==> config.mk <==
export PLATFORM = sky130hd
export DESIGN_NAME = uart_tx_fifo
export DESIGN_NICKNAME = d
export VERILOG_FILES = /design/src/rtl/uart_tx_fifo.sv
export SDC_FILE = /design/constraint.sdc
export NUM_CORES = 1
export LEC_CHECK = 0
export CORE_AREA = 2 2 59 61
export DETAILED_ROUTE_END_ITERATION = 16
export DIE_AREA = 0 0 61 63
export MAX_ROUTING_LAYER = met4
export PLACE_DENSITY = 0.66
export SYNTH_ARGS = -nofsm -noshare
export SYNTH_HDL_FRONTEND = slang
export SYNTH_SLANG_ARGS = --single-unit
export TNS_END_PERCENT = 20
==> constraint.sdc <==
create_clock -name clk -period 4.2 [get_ports clk]
set_input_delay 1.26 -clock clk [delete_from_list [all_inputs] [get_ports clk]]
set_output_delay 1.26 -clock clk [all_outputs]
set_load 0.1 [all_outputs]
==> src/rtl/uart_tx_fifo.sv <==
// UART transmitter fed by a first-word-fall-through FIFO: pops one word when idle
// and sends it as a start / data (LSB first) / stop frame on a glitch-free registered line.
module uart_tx_fifo #(
  parameter int word_width   = 8,
  parameter int clks_per_bit = 868,
  parameter int stop_bits    = 1
) (
  input  logic                  clk,
  input  logic                  reset,
  input  logic [word_width-1:0] fifo_data,
  input  logic                  fifo_empty,
  output logic                  rd,
  output logic                  tx,
  output logic                  busy,
  output logic                  tx_done
);
  localparam int TICK_W = $clog2(clks_per_bit);
  localparam int IDX_W  = $clog2(word_width) + 1;
  localparam logic [TICK_W-1:0] TICK_LAST = TICK_W'(clks_per_bit - 1);
  localparam logic [IDX_W-1:0]  IDX_LAST  = IDX_W'(word_width - 1);
  localparam logic              STOP_LAST = (stop_bits == 2);

  localparam logic [1:0] IDLE  = 2'd0;
  localparam logic [1:0] START = 2'd1;
  localparam logic [1:0] DATA  = 2'd2;
  localparam logic [1:0] STOP  = 2'd3;

  logic [1:0]            state_q, state_d;
  logic [TICK_W-1:0]     tick_q, tick_d;
  logic [IDX_W-1:0]      idx_q, idx_d;
  logic                  stop_q, stop_d;
  logic [word_width-1:0] shift_q, shift_d;
  logic                  tx_q, tx_d;
  logic                  busy_q, busy_d;
  logic                  done_q, done_d;
  logic                  bit_end;

  assign bit_end = (tick_q == TICK_LAST);
  assign rd      = (state_q == IDLE) & ~fifo_empty & ~reset;

  // tx_d is chosen one cycle ahead so the line itself comes straight from a flop
  always_comb begin
    state_d = state_q;
    tick_d  = bit_end ? '0 : tick_q + 1'b1;
    idx_d   = idx_q;
    stop_d  = stop_q;
    shift_d = shift_q;
    tx_d    = tx_q;
    busy_d  = busy_q;
    done_d  = 1'b0;
    case (state_q)
      IDLE: begin
        tick_d = '0;
        if (rd) begin
          state_d = START;
          shift_d = fifo_data;
          idx_d   = '0;
          stop_d  = 1'b0;
          tx_d    = 1'b0;
          busy_d  = 1'b1;
        end
      end
      START: begin
        if (bit_end) begin
          state_d = DATA;
          tx_d    = shift_q[0];
        end
      end
      DATA: begin
        if (bit_end) begin
          shift_d = shift_q >> 1;
          idx_d   = idx_q + 1'b1;
          if (idx_q == IDX_LAST) begin
            state_d = STOP;
            tx_d    = 1'b1;
          end else begin
            tx_d = shift_d[0];
          end
        end
      end
      STOP: begin
        if (bit_end) begin
          if (stop_q == STOP_LAST) begin
            state_d = IDLE;
            busy_d  = 1'b0;
            done_d  = 1'b1;
          end else begin
            stop_d = ~stop_q;
          end
        end
      end
      default: state_d = IDLE;
    endcase
  end

  always_ff @(posedge clk) begin
    if (reset) begin
      state_q <= IDLE;
      tick_q  <= '0;
      idx_q   <= '0;
      stop_q  <= 1'b0;
      shift_q <= '0;
      tx_q    <= 1'b1;
      busy_q  <= 1'b0;
      done_q  <= 1'b0;
    end else begin
      state_q <= state_d;
      tick_q  <= tick_d;
      idx_q   <= idx_d;
      stop_q  <= stop_d;
      shift_q <= shift_d;
      tx_q    <= tx_d;
      busy_q  <= busy_d;
      done_q  <= done_d;
    end
  end

  assign tx      = tx_q;
  assign busy    = busy_q;
  assign tx_done = done_q;
endmodule
**Yosys cells after proc, flatten, opt, wreduce, memory -nomap -nowiden**

Cells that the tools add are included.

- Flip-flop bits (word level): 28
- Output and inout bits: 4
- Logic and storage cells: 65

- Add/sub/neg operators: 2
- Eq/ne operators: 11
- Multiplexer cells: 26
- Bitwise logic cells: 7
- Reduce and logical (&&, ||, !) cells: 11

Operators by type and width:

| operator | number |
|---|---|
| 2-to-1 mux 8 bit | 2 |
| case mux 8 bit (2 select lines) | 1 |
| 2-to-1 mux 2 bit | 6 |
| != test 2 bit (second input constant) | 6 |
| adder 10 x 1 -> 10 bit (second input constant) | 1 |
| equality test 10 bit (second input constant) | 1 |
| 2-to-1 mux 1 bit | 10 |
| 2-to-1 mux 4 bit | 2 |
| case mux 2 bit (4 select lines) | 1 |
| case mux 4 bit (2 select lines) | 1 |
| AND reduction 4 bit | 2 |
| AND reduction 3 bit | 2 |
| AND reduction 6 bit | 1 |
| OR reduction 3 bit | 2 |
| inverter 1 bit | 5 |
| adder 4 x 1 -> 4 bit (second input constant) | 1 |
| equality test 2 bit (second input constant) | 2 |
| equality test 4 x 3 -> 1 bit (second input constant) | 1 |
| case mux 1 bit (2 select lines) | 2 |
| nonzero test 2 bit | 2 |
| case mux 1 bit (3 select lines) | 1 |
| nonzero test 3 bit | 1 |
| AND 1 bit | 2 |
| equality test 2 x 1 -> 1 bit (second input constant) | 1 |
| logical NOT 2 bit | 1 |

**Logic depth before layout (Yosys ltp)**

- Depth in word-level cells: 5
- Mapped depth: 7

**Worst setup path after synthesis**

No wires, ideal clock.

- Kind: input-to-output
- Start: input reset
- End: output rd
- Data arrival time: 3631 ps
- Required time: 2940 ps
- Path slack: -691 ps
- Stages: 2
- Path buffers: 1
- Cells stage by stage: buf_6 nor3b_1

- Longest elaborated chain between the ends: 2

RTL lines:

| element | RTL line | text |
|---|---|---|
| from (decl) | 9 | `input logic reset,` |
| inverter 1 bit | 39 | `assign rd = (state_q == IDLE) & ~fifo_empty & ~reset;` |
| AND 1 bit | 39 |  |
| to (decl) | 12 | `output logic rd,` |

No other way between the ends.

**Worst setup path in the final report**

- Start: input fifo_empty
- End: output rd

- Longest elaborated chain between the ends: 3

RTL lines:

| element | RTL line | text |
|---|---|---|
| from (decl) | 11 | `input logic fifo_empty,` |
| inverter 1 bit | 39 |  |
| AND 1 bit (2 in series) | 39 |  |

No other way between the ends.

==> qor.csv <==
stage,metric,value,unit
sta,worst-margin pin slew,0.963,ns
floorplanning,Die ar.,3840,um2
cts,H-tree levels,1,
synthesis,"EDFF count, synth",0,
sta,f_max,0.282,GHz
global_route,antenna violations before repair,0,
setup_path,number of cells on the worst reg-to-reg path,6,
setup_path,Crit path required time,2.94,ns
synthesis,Synth top area share,38.8,%
finish,Fillers,336,
placed_design,Port Buffer Count,14,
synthesis,Synth cell types,43,
floorplanning,core area,3230,um2
sta,Layout Skew,0.00437,ns
finish,fraction of layout cells with a size suffix above 1,6.63,%
sta,Final Hold Vio Count,0,
sta,min Tclk post-route,3.55,ns
cts,Post-CTS Setup Inserts,0,
synthesis,Area contributors post-synth,"dfxtp_1 39%, ha_1 6.3%, mux2i_1 5.8%",
cts,CTS tree,done,
routing,Starting DRT DRC Count,71,
synthesis,Syn Nets,170,
pwr,pwr dens,472,nW/um2
synthesis,asr flop ratio synth,0,%
synthesis,Yosys top cell by area,dfxtp_1,
cts,Worst-path clk slew,0.13,ns
setup_path,Crit Reg-Reg Startpoint,state_q[0],
sta,Final Cycle Share,84.5,%
worst_hold_path,Hold WC Path Type,register to register,
sta,Max Slew Vio Count,0,
global_route,gr ovfl total,0,
setup_path,CP max stage delay,0.50,ns
routing,wire per inst,13.2,um
placed_design,RD Place Congestion,0.892,
setup_path,r2r setup slk,1.66,ns
setup_path,Startpoint Class,input port,
cts,clk root buf,clkbuf_4,
synthesis,Mapped Area,1390,um2
cts,CTS hold repair buffers,0,
setup_path,WS Path Type,input port to output port,
pwr,Worst IR Drop VDD,0.189,mV
routing,final wirelength,2810,um
cts,Num CTS Buffers,3,
finish,Nets,185,
synthesis,synth warn,0,
global_route,total track usage,16.6,%
synthesis,register area share after synthesis,38.8,%
finish,Area Overhead vs Synth,15.3,%
floorplanning,Die Span X,61,um
floorplanning,initial core utilization,43.1,%
global_route,vias in the first global route,1105,
setup_path,Top delay family on crit path,buffers and inverters,
setup_path,worst-path cell chain,clkdlybuf4s50_1 -> nor3b_2 -> buf_12,
setup_path,crit path max fanout,6,
floorplanning,Row Count,21,
routing,number of nets still failing antenna checks after routing,0,
setup_path,WP depth,3,
placed_design,Detail Placement HPWL,2020,um
synthesis,"flops & latches, synth",27,
sta,Relative slew margins,35.6,%
cts,Longest Clk Path Bufs,2,
synthesis,ys flop type,dfxtp_1,
finish,Ant. Diodes,0,
setup_path,Worst setup EP type,output port,
synthesis,Synth Area per Inst,9.16,um2
sta,final setup fails,0,
routing,Vias/cell,5.47,
setup_path,CP Buf/Inv Count,2,
routing,vias,1159,
setup_path,CP endpoint,rd,
pwr,total power,758,uW
setup_path,crit path DAT,2.29,ns
routing,DRC Markers,0,
routing,Pre-antenna DRT Iters,4,
pwr,P_leak,0.541,nW
setup_path,reg2reg end,idx_q[3],
global_route,pin count of the biggest net entering global routing,22,
setup_path,Crit-path slowest cell,clkdlybuf4s50_1,
outcome,status,completed,
flow_run,MaxCap Viol Count,0,
synthesis,Post-Syn Instances,152,
cts,clock sink count,27,
sta,RSZ-0062 raised after global routing,false,
cts,post-CTS sizing,0,
sta,Sum Neg Setup Slack,0,ns
worst_hold_path,hold depth,1,
setup_path,Worst Setup SP,fifo_empty,
floorplanning,io pins,15,
floorplanning,chip height,63,um
global_route,first-pass GRT wire length,4850,um
cts,Skew-Pair Late Insertion Delay,0.31,ns
## stage by stage
stage               utilization [%]  cells  hold slack, ns  setup slack (ns)  instance area, um2
finish                         49.7    212           0.478             0.653                1610
floorplan                         -    152           0.430             0.314                1400
global route                   49.7    212           0.509             0.577                1610
CTS                            49.7    212           0.486             0.653                1610
detailed placement             48.9    208           0.455             0.660                1580
global placement               48.9    208           0.441             0.696                1580
## per-layer routing
layer  global-route usage [%]  wire [um]  share of wire, %
met1                     21.5       1300                46
met2                     26.5       1390                50
met3                     4.35         97               3.5
met4                     2.45         21              0.75
met5                        -          0                 0
## Yosys cell counts, types with 2 or more instances
master     n
dfxtp_1   27
a21oi_1   12
nor2_1    12
mux2i_1    8
a211oi_1   7
ha_1       7
o21ai_0    7
inv_1      6
nand2_1    6
nand3_1    6
xnor2_1    4
xor2_1     4
a41oi_1    3
and3_1     3
clkbuf_1   3
nand4_1    3
nor3_1     3
a311oi_1   2
and2_1     2
nand2b_1   2
nor3b_1    2
or3_1      2
## cells in the final DEF (no fill, tap or decap), types with 2 or more instances in the layout
cell type and count:
dfxtp_1 27, clkdlybuf4s50_1 13, a21oi_1 12, nor2_1 12
mux2i_1 8, o21ai_0 7, a211oi_1 7, ha_1 7
inv_1 6, nand2_1 6, nand3_1 6, xor2_1 4
xnor2_1 4, a41oi_1 3, nor3_1 3, and3_1 3
nand4_1 3, clkbuf_4 3, and2_1 2, or3_1 2
nand2b_1 2, a311oi_1 2, buf_4 2
## area by class of cell
type	count	area, um2	area share [%]
inverters	6	22.5	1.40
well taps	46	57.6	3.59
clock buffers	4	26.3	1.64
repair buffers	16	165	10.3
flip-flops and latches	27	541	33.7
multi-input cells	113	793	49.4
## worst min path at each step
stage                    from   endpoint  slack [ns]
detailed placement  tick_q[0]  tick_q[0]        0.46
global placement    tick_q[0]  tick_q[0]        0.44
finish              tick_q[0]  tick_q[0]        0.48
global route        tick_q[0]  tick_q[0]        0.51
floorplan           tick_q[0]  tick_q[0]        0.43
CTS                 tick_q[0]  tick_q[0]        0.49
## state kept, by name, indices dropped and copies added (netlist names)
| register | cells |
|---|---|
| tx_done | 1 |
| tick_q | 10 |
| shift_q | 8 |
| tx | 1 |
| busy | 1 |
| state_q | 2 |
| idx_q | 4 |
## cell families after synthesis
family	share of synthesized area [%]
adders and majority gates	6.29
muxes	5.75
DFF	38.8
buffers and inverters	4.58
xor gates and xnor gates	5.03
and+or+nand+nor	20.5
AOI/OAI and AO/OA	19.0
## power breakdown
group	switching (mW)	total, mW	internal [mW]
clock network	0.0723	0.109	0.0371
logic	0.209	0.333	0.125
registers	0.0257	0.315	0.290
total	0.307	0.758	0.451
(Power assumes the default switching activity.)
==> patch 1 (same flow settings) <==
Make the reset (`reset`) asynchronous in one clocked block.
--- a/src/rtl/uart_tx_fifo.sv
+++ b/src/rtl/uart_tx_fifo.sv
@@ -93,7 +93,7 @@
     endcase
   end
 
-  always_ff @(posedge clk) begin
+  always_ff @(posedge clk or posedge reset) begin
     if (reset) begin
       state_q <= IDLE;
       tick_q  <= '0;
Formal check against the unedited RTL: differs if reset is asserted again (counterexample within 4 cycles, from zero or initial values and one cycle with reset high); with reset held inactive, the same outputs for 10 cycles.
==> patch 1 against the original RTL <==
  * Sequential share of layout area grew 6.7 points
  * First-iteration DRC count shrank 18%
  * Worst hold slack gained 0.015 ns
  * Combinational power grew 46%
  * Synthesized area grew 5.8%
  * Power grew 32%
  * Wire length shrank 9.5%
  * Sequential cell count is the same
  * Design area grew 4.4%
  * Worst setup slack lost 0.056 ns
  * Critical path type unchanged
==> patch 1: results (changes against the original RTL) <==
\begin{tabular}{lr}
\hline
Metric & Value \\
\hline
\multicolumn{2}{l}{\textbf{Status}} \\
Outcome & completed \\
\multicolumn{2}{l}{\textbf{Timing}} \\
Headroom to the max-slew limit & 0.345 (-0.0107) \\
WHS & 0.493 ns (+0.0150 ns) \\
Clock skew & 0.00223 ns (-0.00214 ns) \\
Final critical path time including I/O delays and setup & 3.60 ns (+0.0561 ns) \\
\multicolumn{2}{l}{\textbf{Critical path}} \\
Biggest cell delay along the critical path & 0.48 ns (-0.02 ns) \\
Register-to-register setup slack & 1.95 ns (+0.29 ns) \\
Reg-to-reg endpoint & shift\_q[0] \\
Worst-case reg-to-reg path depth & 5 (-1) \\
Data arrival time at the worst-slack endpoint & 2.34 ns (+0.05 ns) \\
Critical register-to-register path startpoint & state\_q[0] \\
\multicolumn{2}{l}{\textbf{Pwr}} \\
Maximum ir drop on the vdd rail & 0.262 mV (+39\%) \\
Cell leakage power & 0.727 nW (+34\%) \\
Net switching share of the total power & 0.392 (-0.0127) \\
Share of power burned in combinational logic & 0.487 (+0.047) \\
\multicolumn{2}{l}{\textbf{Worst hold path}} \\
Launch point of the worst hold path & tick\_q[0] \\
Hold/Removal Path Class & register to register \\
\multicolumn{2}{l}{\textbf{Yosys}} \\
Most frequent cells after synthesis & 26 x sky130\_fd\_sc\_hd\_\_dfrtp\_1, 16 x sky130\_fd\_sc\_hd\_\_nor2\_1, 15 x sky130\_fd\_sc\_hd\_\_mux2\_2, 9 x sky130\_fd\_sc\_hd\_\_inv\_1, 9 x sky130\_fd\_sc\_hd\_\_nand2\_1 \\
Proportion of synthesized area in mux cells & 0.135 (+0.0775) \\
Top FF cell, synth & sky130\_fd\_sc\_hd\_\_dfrtp\_1 \\
Number of distinct library cells after synthesis & 39 (-9.3\%) \\
Proportion of register bits with asynchronous set or reset after synthesis & 1.00 (+1.00) \\
Post-Syn Nets & 153 (-10\%) \\
Synthesized-area fraction occupied by ao, oa, aoi and oai cells & 0.0866 (-0.104) \\
Synth area leaders & sky130\_fd\_sc\_hd\_\_dfrtp\_1 44\%, sky130\_fd\_sc\_hd\_\_mux2\_2 11\%, sky130\_fd\_sc\_hd\_\_ha\_1 5.1\% \\
Sequential-to-total area share from yosys stat & 0.459 (+0.0711) \\
\multicolumn{2}{l}{\textbf{Routing}} \\
Count of routing violations after the opening detailed-route iteration & 58 (-18\%) \\
Drc violations & 0 (unchanged) \\
Final Routed Wirelength & 2540 um (-9.5\%) \\
\multicolumn{2}{l}{\textbf{Global routing}} \\
First-pass GRT wire length & 4470 um (-7.8\%) \\
Overall global routing resource usage & 0.156 (-0.0106) \\
Number of global-route vias before repair & 1,022 (-7.5\%) \\
\multicolumn{2}{l}{\textbf{Placement}} \\
Routability Congestion & 0.782 (-12\%) \\
Worst setup slack before clock tree synthesis & 0.572 ns (-0.0875 ns) \\
\multicolumn{2}{l}{\textbf{Final layout}} \\
Final-stage net count & 167 (-9.7\%) \\
Fillers & 302 (-10\%) \\
Count of inserted antenna diode cells & 0 (unchanged) \\
Flip-flop count of the largest register after layout & 10 (unchanged) \\
\hline
\end{tabular}
==> patch 1: per-stage QoR <==
stage	cells	utilization	total power, mW
after detailed placement	191	0.510	0.908
after global placement	191	0.510	0.885
after global routing	195	0.519	1.08
after floorplan	136	-	0.814
final	195	0.519	1.00
after CTS	195	0.519	1.02
==> patch 1: layer usage <==
metal / vias to the layer above / wire length (um) / GRT usage
met1: 495 / 1120 / 0.189
met4: 0 / 17 / 0.0245
met2: 9 / 1330 / 0.255
li1: 497 / - / -
met5: - / 0 / -
met3: 2 / 72 / 0.0497
==> patch 1: final cells by class <==
class | count | area, um^2 | area share
Tap cell | 46 | 57.6 | 0.0343
Multi-Input combinational cell | 95 | 731 | 0.436
Clock buffer | 3 | 22.5 | 0.0134
Sequential cell | 27 | 677 | 0.404
Timing Repair Buffer | 14 | 150 | 0.0896
Inverter | 9 | 33.8 | 0.0201
Clock inverter | 1 | 5.00 | 0.00299
==> patch 2 (config.mk and constraints unchanged) <==
Without the edit above. Change the parameter `word_width` from 8 to 16.
--- a/src/rtl/uart_tx_fifo.sv
+++ b/src/rtl/uart_tx_fifo.sv
@@ -1,7 +1,7 @@
 // UART transmitter fed by a first-word-fall-through FIFO: pops one word when idle
 // and sends it as a start / data (LSB first) / stop frame on a glitch-free registered line.
 module uart_tx_fifo #(
-  parameter int word_width   = 8,
+  parameter int word_width   = 16,
   parameter int clks_per_bit = 868,
   parameter int stop_bits    = 1
 ) (
Interface: changed (resized fifo_data); port bits go from 15 to 23. The function was not compared with the original's and may differ.
==> patch 2 against the original RTL <==
  * Power rose by 84%
  * Wire length grew 27%
  * Clock skew up 0.0055 ns
  * Sequential cell count is 9 higher
  * Worst hold slack worse by 0.0077 ns
  * Design area is 33% higher
  * First-iteration DRC count rose by 69%
  * Synthesized area up 31%
  * Worst setup slack gained 0.017 ns
  * Combinational power rose by 110%
  * Clock power rose by 78%
==> patch 2: results (changes against the original RTL) <==
\begin{tabular}{lr}
\hline
Metric & Value \\
\hline
\multicolumn{2}{l}{\textbf{Critical path}} \\
Worst-case reg-to-reg path depth & 8 (+2) \\
Maximum fanout count along the critical path & 2 (-4) \\
Data arrival time at the worst-slack endpoint & 2.27 ns (-0.02 ns) \\
Startpoint of the most critical setup path & reset \\
Reg-to-reg endpoint & shift\_q[5] \\
\multicolumn{2}{l}{\textbf{Placement}} \\
Routability Congestion & 0.776 (-13\%) \\
Number of port buffers & 22 (+8) \\
Post-detail-place hpwl & 2500 um (+23\%) \\
Inst Count DP & 255 (+23\%) \\
\multicolumn{2}{l}{\textbf{Timing}} \\
Actual transition at the worst max-transition pin & 0.970 ns (+0.00681 ns) \\
FMAX & 283 MHz (+0.48\%) \\
Clock skew & 0.00983 ns (+0.00546 ns) \\
\multicolumn{2}{l}{\textbf{Routing}} \\
Per-cell via count in the routed design & 5.50 (+0.64\%) \\
Final Routed Wirelength & 3550 um (+27\%) \\
Count of routing violations after the opening detailed-route iteration & 120 (+69\%) \\
DR pass1 iterations & 5 (+1) \\
\multicolumn{2}{l}{\textbf{Pwr}} \\
Int Power & 0.797 mW (+77\%) \\
Cell leakage power & 0.723 nW (+34\%) \\
Maximum ir drop on the vdd rail & 0.451 mV (+140\%) \\
\multicolumn{2}{l}{\textbf{Clock network}} \\
Deepest level of the CTS H-tree & 2 (+1) \\
Number of buffers inserted during clock tree synthesis & 5 (+2) \\
Reg clk slew, reported paths & 0.10 ns (-0.03 ns) \\
\multicolumn{2}{l}{\textbf{Final layout}} \\
Final-stage net count & 243 (+31\%) \\
Fraction of final layout cells with drive strength greater than 1 & 0.115 (+0.0489) \\
Post-route cell area & 2130 um\^{}2 (+33\%) \\
\multicolumn{2}{l}{\textbf{Worst hold path}} \\
Launch point of the worst hold path & idx\_q[3] \\
\multicolumn{2}{l}{\textbf{Status}} \\
Outcome & completed \\
\multicolumn{2}{l}{\textbf{Yosys}} \\
Post-Syn Nets & 222 (+31\%) \\
Cell count after synthesis & 195 (+28\%) \\
Number of distinct library cells after synthesis & 39 (-9.3\%) \\
Most frequent cells after synthesis & 36 x sky130\_fd\_sc\_hd\_\_dfxtp\_1, 19 x sky130\_fd\_sc\_hd\_\_mux2i\_1, 16 x sky130\_fd\_sc\_hd\_\_a21oi\_1, 15 x sky130\_fd\_sc\_hd\_\_nor2\_1, 14 x sky130\_fd\_sc\_hd\_\_inv\_1 \\
Sequential-to-total area share from yosys stat & 0.395 (+0.00692) \\
\hline
\end{tabular}
patch 2: power by group through the flow:
stage	Clock, mW	Sequential (mW)	Combinational [mW]
after floorplan	0	0.539	0.567
after detailed placement	0	0.497	0.714
final	0.194	0.490	0.710
after global routing	0.216	0.500	0.774
after global placement	0	0.491	0.692
after CTS	0.200	0.489	0.715
patch 2: how the worst min path moves through the flow:
stage / endpoint / depth (start not counted) / slack, ns
after global routing: idx_q[3] / 1 / 0.50
after detailed placement: idx_q[3] / 1 / 0.46
after global placement: idx_q[3] / 1 / 0.44
final: idx_q[3] / 1 / 0.47
after floorplan: idx_q[3] / 1 / 0.42
after CTS: idx_q[3] / 1 / 0.47
patch 2: area by class of cell:
class | count | share of cell area
clock buffers | 8 | 0.0276
inverters | 14 | 0.0247
multi-input cells | 132 | 0.457
flip-flops and latches | 36 | 0.338
well taps | 46 | 0.0270
repair buffers | 27 | 0.126
patch 2: cells by family (layout without fill, tap and decap cells):
| group | after synthesis | in the layout | synth area share |
|---|---|---|---|
| XOR/XNOR | 8 | 8 | 0.0384 |
| adder cells (fa/ha/maj) | 8 | 8 | 0.0549 |
| multiplexers | 19 | 19 | 0.104 |
| buffers and inverters | 27 | 49 | 0.0748 |
| AND/OR/NAND/NOR | 48 | 48 | 0.128 |
| AO/OA/AOI/OAI | 49 | 49 | 0.205 |
| flip-flops | 36 | 36 | 0.395 |
patch 2: layer usage:
layer,track usage,vias to the layer above,part of all wire
li1,-,730,-
met1,0.269,678,0.47
met2,0.315,32,0.46
met3,0.0497,7,0.050
met4,0.0815,0,0.018
met5,-,-,0
patch 2: critical path: stages:
cell,delay (ns)
sky130_fd_sc_hd__clkdlybuf4s50_1,0.47
sky130_fd_sc_hd__nor3b_2,0.32
sky130_fd_sc_hd__buf_12,0.22
